[config.mk]
export PLATFORM = sky130hd
export DESIGN_NAME = mem_b
export DESIGN_NICKNAME = d
export VERILOG_FILES = /design/src/rtl/mem_b_pkg.sv /design/src/rtl/mem_b_delay_line.sv /design/src/rtl/mem_b.sv
export SDC_FILE = /design/constraint.sdc
export NUM_CORES = 1
export LEC_CHECK = 0
export ABC_CLOCK_PERIOD_IN_PS = 13550
export BUFFER_PORTS_ARGS = -buffer_cell sky130_fd_sc_hd__buf_2
export CAP_MARGIN = 20
export CELL_PAD_IN_SITES_DETAIL_PLACEMENT = 1
export CELL_PAD_IN_SITES_GLOBAL_PLACEMENT = 1
export CORE_MARGIN = 2
export CORE_UTILIZATION = 57
export DETAILED_ROUTE_END_ITERATION = 16
export GPL_TIMING_DRIVEN = 0
export PLACE_DENSITY_LB_ADDON = 0.12
export SLEW_MARGIN = 10
export SYNTH_ARGS = -nofsm -noshare
export SYNTH_HDL_FRONTEND = slang
export SYNTH_HIERARCHICAL = 1
export SYNTH_SLANG_ARGS = --single-unit
[constraint.sdc]
create_clock -name clk -period 13.55 [get_ports clk]
set_input_delay 4.065 -clock clk [delete_from_list [all_inputs] [get_ports clk]]
set_output_delay 4.065 -clock clk [all_outputs]
set_load 0.05 [all_outputs]
[src/rtl/mem_b_pkg.sv]
// Shared defaults and helpers for the B-operand skew buffer.
// Column depths are derived here so the top and any future users agree on the skew.
package mem_b_pkg;

    localparam int DEFAULT_BITS_AB = 8;
    localparam int DEFAULT_DIM     = 8;

    // Column c must trail column 0 by c cycles on top of the DIM-deep base delay.
    function automatic int col_depth(input int dim, input int col);
        return dim + col;
    endfunction

endpackage

[src/rtl/mem_b_delay_line.sv]
// Enable-gated delay line of DEPTH stages followed by an output register.
// A sample entering on enabled edge k leaves on dout after enabled edge k+DEPTH.
module mem_b_delay_line #(
    parameter int WIDTH = 8,
    parameter int DEPTH = 8
) (
    input  logic                    clk,
    input  logic                    rst_n,
    input  logic                    en,
    input  logic signed [WIDTH-1:0] din,
    output logic signed [WIDTH-1:0] dout
);

    logic signed [WIDTH-1:0] stage [DEPTH];

    // NOTE: every stage is reset, not just dout, so a mid-stream reset flushes in-flight data.
    always_ff @(posedge clk or posedge rst_n) begin
        if (rst_n) begin
            for (int i = 0; i < DEPTH; i++) begin
                stage[i] <= '0;
            end
            dout <= '0;
        end else if (en) begin
            stage[0] <= din;
            for (int i = 1; i < DEPTH; i++) begin
                stage[i] <= stage[i-1];
            end
            dout <= stage[DEPTH-1];
        end
    end

endmodule

[src/rtl/mem_b.sv]
// Input skew buffer for the B operand of a DIM x DIM systolic array.
// Each column gets its own delay line, one cycle longer per column, forming the diagonal wavefront.
module mem_b
    import mem_b_pkg::*;
#(
    parameter int BITS_AB = DEFAULT_BITS_AB,
    parameter int DIM     = DEFAULT_DIM
) (
    input  logic                      clk,
    input  logic                      rst_n,
    input  logic                      en,
    input  logic signed [BITS_AB-1:0] Bin  [DIM-1:0],
    output logic signed [BITS_AB-1:0] Bout [DIM-1:0]
);

    for (genvar c = 0; c < DIM; c++) begin : g_col
        mem_b_delay_line #(
            .WIDTH (BITS_AB),
            .DEPTH (col_depth(DIM, c))
        ) u_line (
            .clk   (clk),
            .rst_n (rst_n),
            .en    (en),
            .din   (Bin[c]),
            .dout  (Bout[c])
        );
    end

endmodule

## Word level (Yosys, flattened, before mapping)

Cells that the tools add are included.

- Logic and storage cells: 100
- Register bits after elaboration: 800

## Logic depth before layout (Yosys ltp)

- Depth in word-level cells: 0
- Gate-level depth with buffers: 4
- Gate-level depth less buffers: 1

## Modules after synthesis

Netlist, hierarchy kept.

By module, submodules not included:

| module | cells an instance | area each (sq um) | instances |
|---|---|---|---|
| mem_b_delay_line (g_col[7].u_line) | 271 | 4,825.9 | 1 |
| mem_b_delay_line (g_col[6].u_line) | 254 | 4,491.8 | 1 |
| mem_b_delay_line (g_col[5].u_line) | 237 | 4,180.3 | 1 |
| mem_b_delay_line (g_col[4].u_line) | 221 | 4,116.4 | 1 |
| mem_b_delay_line (g_col[3].u_line) | 204 | 3,768.6 | 1 |
| mem_b_delay_line (g_col[1].u_line) | 170 | 3,378.2 | 1 |
| mem_b_delay_line (g_col[2].u_line) | 187 | 3,347.0 | 1 |
| mem_b_delay_line (g_col[0].u_line) | 153 | 3,030.4 | 1 |

## Worst setup path after synthesis

OpenSTA, ideal clock, no wires.

- Path type: in2reg
- From: input port en
- To: register g_col[2].u_line/stage[35] in the netlist's numbering
- Arrival: 4,742 ps
- Slack: 8,682 ps
- Stages on the path: 4
- Library setup time: 125 ps
- Cells stage by stage: buf_6 buf_6 buf_6 mux2_4

RTL lines:

| item | RTL line | text |
|---|---|---|
| start, declared | mem_b.sv:11 | `input logic en,` |
| end signal, assigned by index | mem_b_delay_line.sv:26 | `stage[i] <= stage[i-1];` |
| end, declared | mem_b_delay_line.sv:14 | `logic signed [WIDTH-1:0] stage [DEPTH];` |

No word-level cell between the ends.

## Worst setup path after layout

- From: register g_col[4].u_line.dout[3]
- To: output port Bout[35] in the netlist's numbering

RTL lines:

| item | RTL line | text |
|---|---|---|
| start, declared | mem_b_delay_line.sv:11 | `output logic signed [WIDTH-1:0] dout` |
| start signal, assigned | mem_b_delay_line.sv:28 | `dout <= stage[DEPTH-1];` |
| end, declared | mem_b.sv:13 | `output logic signed [BITS_AB-1:0] Bout [DIM-1:0]` |

No word-level cell between the ends.

==> qor.txt <==
power per cell area = 212.2 mW/mm^2
share of total power consumed by net switching = 0.2836
net switching power figure = 2.137 mW
cells traversed along the worst timing path = buf_2
depth of the CTS H-tree = 3
worst hold endpoint = g_col[6].u_line/stage[63]$_DFFE_PP0P_
Die Area = 0.05652 sq mm
cell family contributing the most delay on the critical path = flip-flops
beginning of the worst hold path = g_col[6].u_line/stage[71]$_DFFE_PP0P_
Hold Fails Final Rpt = 0
static leakage = 16.44 nW
clock transition at the registers of the reported paths = 0.06 ns
wire length of the first global-routing pass = 93,730 um
insertion delay of the later-clocked pin in the worst-skew pair = 0.61 ns
total I/O pin count = 131
cell at the root of the clock tree = sky130_fd_sc_hd__clkbuf_16
via total after detailed routing = 14.35k
number of maximum-capacitance constraint violations = 0
most frequent standard cell in the layout excluding fill and tap cells = sky130_fd_sc_hd__dfrtp_1
net count of the finished layout = 1,984
Std-Cell Core Area = 0.05392 sq mm
number of buffers added by the clock tree synthesis step = 81
post-synth net total = 1,764
final HPWL from detailed placement = 33,690 um
number of endpoints failing setup at the final stage = 0
diodes inserted = 0
critical path peak fanout = 2
1st-iter DRT viols = 511
Layout fillers = 4,494
Hold WC Path Type = flip-flop to flip-flop
Starting Density = 0.5775
number of buffer and inverter stages on the critical path = 1
average footprint of a synthesized cell = 18.35 sq um
average routed wire per standard cell = 20.80 um
Worst path slowest cell = sky130_fd_sc_hd__dfrtp_1
buffers added on ports = 129
hold-fix buffer count after cts = 0
Site Rows = 85
global route total overflow = 0
vias in the first global route = 16.79k
Cells on Worst Hold Path = 1
R2R depth = 1
worst slack, placed = 8.336 ns
residual antenna-violating net count after detailed routing = 0
Comb pwr share = 0.215
final worst slack = 8.172 ns
yosys warns = 6
Period Utilization, post-route = 0.3969
setup skew after layout = 0.009449 ns
number of optimization iterations in the first detailed-route pass = 5
origin of the critical flop-to-flop path = g_col[7].u_line/dout[4]$_DFFE_PP0P_
combined area of the multi-input logic cells = 0.01002 sq mm
DR DRC count = 0
Worst Setup Start Kind = flip-flop
internal power of the cells = 5.401 mW
min Tclk post-route = 5.378 ns
sequential cell fraction of total power = 0.494
Data required, critical path = 9.48 ns
GRT Total Usage = 0.2084
post-CTS setup-driven buffer insertion count = 0
post-route total power = 7.538 mW
kind of critical path = flip-flop to primary output
Synth cell types = 10
slew of the pin with the lowest slew margin = 0.6428 ns
footprint of the flip-flops and latches = 0.02002 sq mm
synthesized area = 0.03114 sq mm
highest-count cells in the layout ignoring fill and taps = sky130_fd_sc_hd__dfrtp_1, sky130_fd_sc_hd__mux2_2, sky130_fd_sc_hd__mux2_4
largest net degree at the start of global routing = 98
maximum buffer depth of the clock tree = 3
maximum vdd ir drop = 0.0001542 V
DIE HEIGHT = 237.7 um
final setup TNS = 0 ns
maximum single-stage delay on the critical path = 0.41 ns
chip width = 237.7 um
cells resized by post-CTS repair = 0
f_max = 186.0 MHz
arrival time at the worst endpoint = 1.31 ns
total number of clock tree sinks = 800
sequential element share of the synthesized area = 0.6429
Worst Setup End Kind = primary output
final RePlAce weighted congestion = 0.6897
Metal-1 WL = 23,700 um
Slew HR = 0.5715
proportion of power drawn by the clock network = 0.291
total length of routed met2 wires = 29,340 um
outcome = finished clean
worst reg2reg setup slack = 12.73 ns
detailed-route vias per instance = 5.374
max layer used = met4
FF-to-FF End = g_col[7].u_line/dout[4]$_DFFE_PP0P_
metal3 WL = 1457 um
area growth from synthesis to layout = 14.08%
final wirelength = 55,550 um
share of final-layout standard cells stronger than drive strength 1 = 0.5843
post-synthesis cell count = 1,697
synthesized flop and latch total = 800
number of max-slew violations in the final report = 0
antenna violations before repair = 0
setup repair after global routing missed its margin = no
CTS tree = built
==> state kept, by name, summed over array words and instances, names as in the netlist <==
signal / cells
g_col.u_line/dout: 64
g_col.u_line/stage: 736
==> cell families (layout without fill, tap and decap cells) <==
family,count (synthesis),count (layout),share of synthesized area
muxes,800,800,0.3219
DFF,800,800,0.6429
buffers and inverters,97,375,0.03524
==> final cells by class <==
type                    instances  area share
plain buffers                  89     0.03004
clock buffers                 126     0.06985
clock inverters                15    0.003910
inverters                       8    0.001620
multi-input cells             800      0.2821
flip-flops and latches        800      0.5636
well taps                     696     0.02451
repair buffers                137     0.02437
==> worst max-delay path by stage <==
stage / startpoint / endpoint / slack, ns / cells after the start
final: g_col[4].u_line/dout[3]$_DFFE_PP0P_ / Bout[35] / 8.17 / 1
after global routing: g_col[4].u_line/dout[3]$_DFFE_PP0P_ / Bout[35] / 8.13 / 1
after CTS: g_col[4].u_line/dout[3]$_DFFE_PP0P_ / Bout[35] / 8.13 / 1
after detailed placement: rst_n / g_col[7].u_line/dout[1]$_DFFE_PP0P_ / 8.34 / 3
after global placement: rst_n / g_col[7].u_line/stage[1]$_DFFE_PP0P_ / 4.61 / 2
after floorplan: rst_n / g_col[7].u_line/dout[0]$_DFFE_PP0P_ / 6.07 / 1
==> synthesized netlist by cell type <==
master | count | area share
sky130_fd_sc_hd__clkbuf_8 | 8 | 0.0035
sky130_fd_sc_hd__buf_12 | 19 | 0.012
sky130_fd_sc_hd__mux2_4 | 270 | 0.13
sky130_fd_sc_hd__buf_2 | 20 | 0.0032
sky130_fd_sc_hd__mux2_2 | 530 | 0.19
sky130_fd_sc_hd__inv_1 | 8 | 0.00096
sky130_fd_sc_hd__dfrtp_1 | 800 | 0.64
sky130_fd_sc_hd__buf_8 | 2 | 0.00096
sky130_fd_sc_hd__buf_4 | 1 | 0.00024
sky130_fd_sc_hd__buf_6 | 39 | 0.014
==> metal layers <==
metal / vias to the layer above / global-route usage
li1: 6405 / -
met1: 7714 / 0.2699
met2: 159 / 0.3652
met3: 75 / 0.03496
met4: 0 / 0.05584
met5: - / 0
==> power by group through the flow <==
| stage | logic, mW | clock network (mW) | registers [mW] |
|---|---|---|---|
| 2_1_floorplan | 1.01 | 0 | 3.88 |
| 3_3_place_gp | 1.53 | 0 | 3.68 |
| 3_5_place_dp | 1.61 | 0 | 3.75 |
| 4_1_cts | 1.65 | 2.26 | 3.74 |
| 5_1_grt | 1.74 | 2.34 | 3.84 |
| 6_report | 1.62 | 2.19 | 3.73 |
==> metrics by stage <==
step / util / instances / area, sq um / hold slack [ns]
floorplan: - / 1697 / 31140 / 0.4749
global placement: 0.6056 / 2522 / 32660 / 0.4840
detailed placement: 0.6102 / 2530 / 32900 / 0.4872
CTS: 0.6588 / 2671 / 35520 / 0.5034
global route: 0.6588 / 2671 / 35520 / 0.5160
finish: 0.6588 / 2671 / 35520 / 0.4971
(Power assumes the default switching activity.)
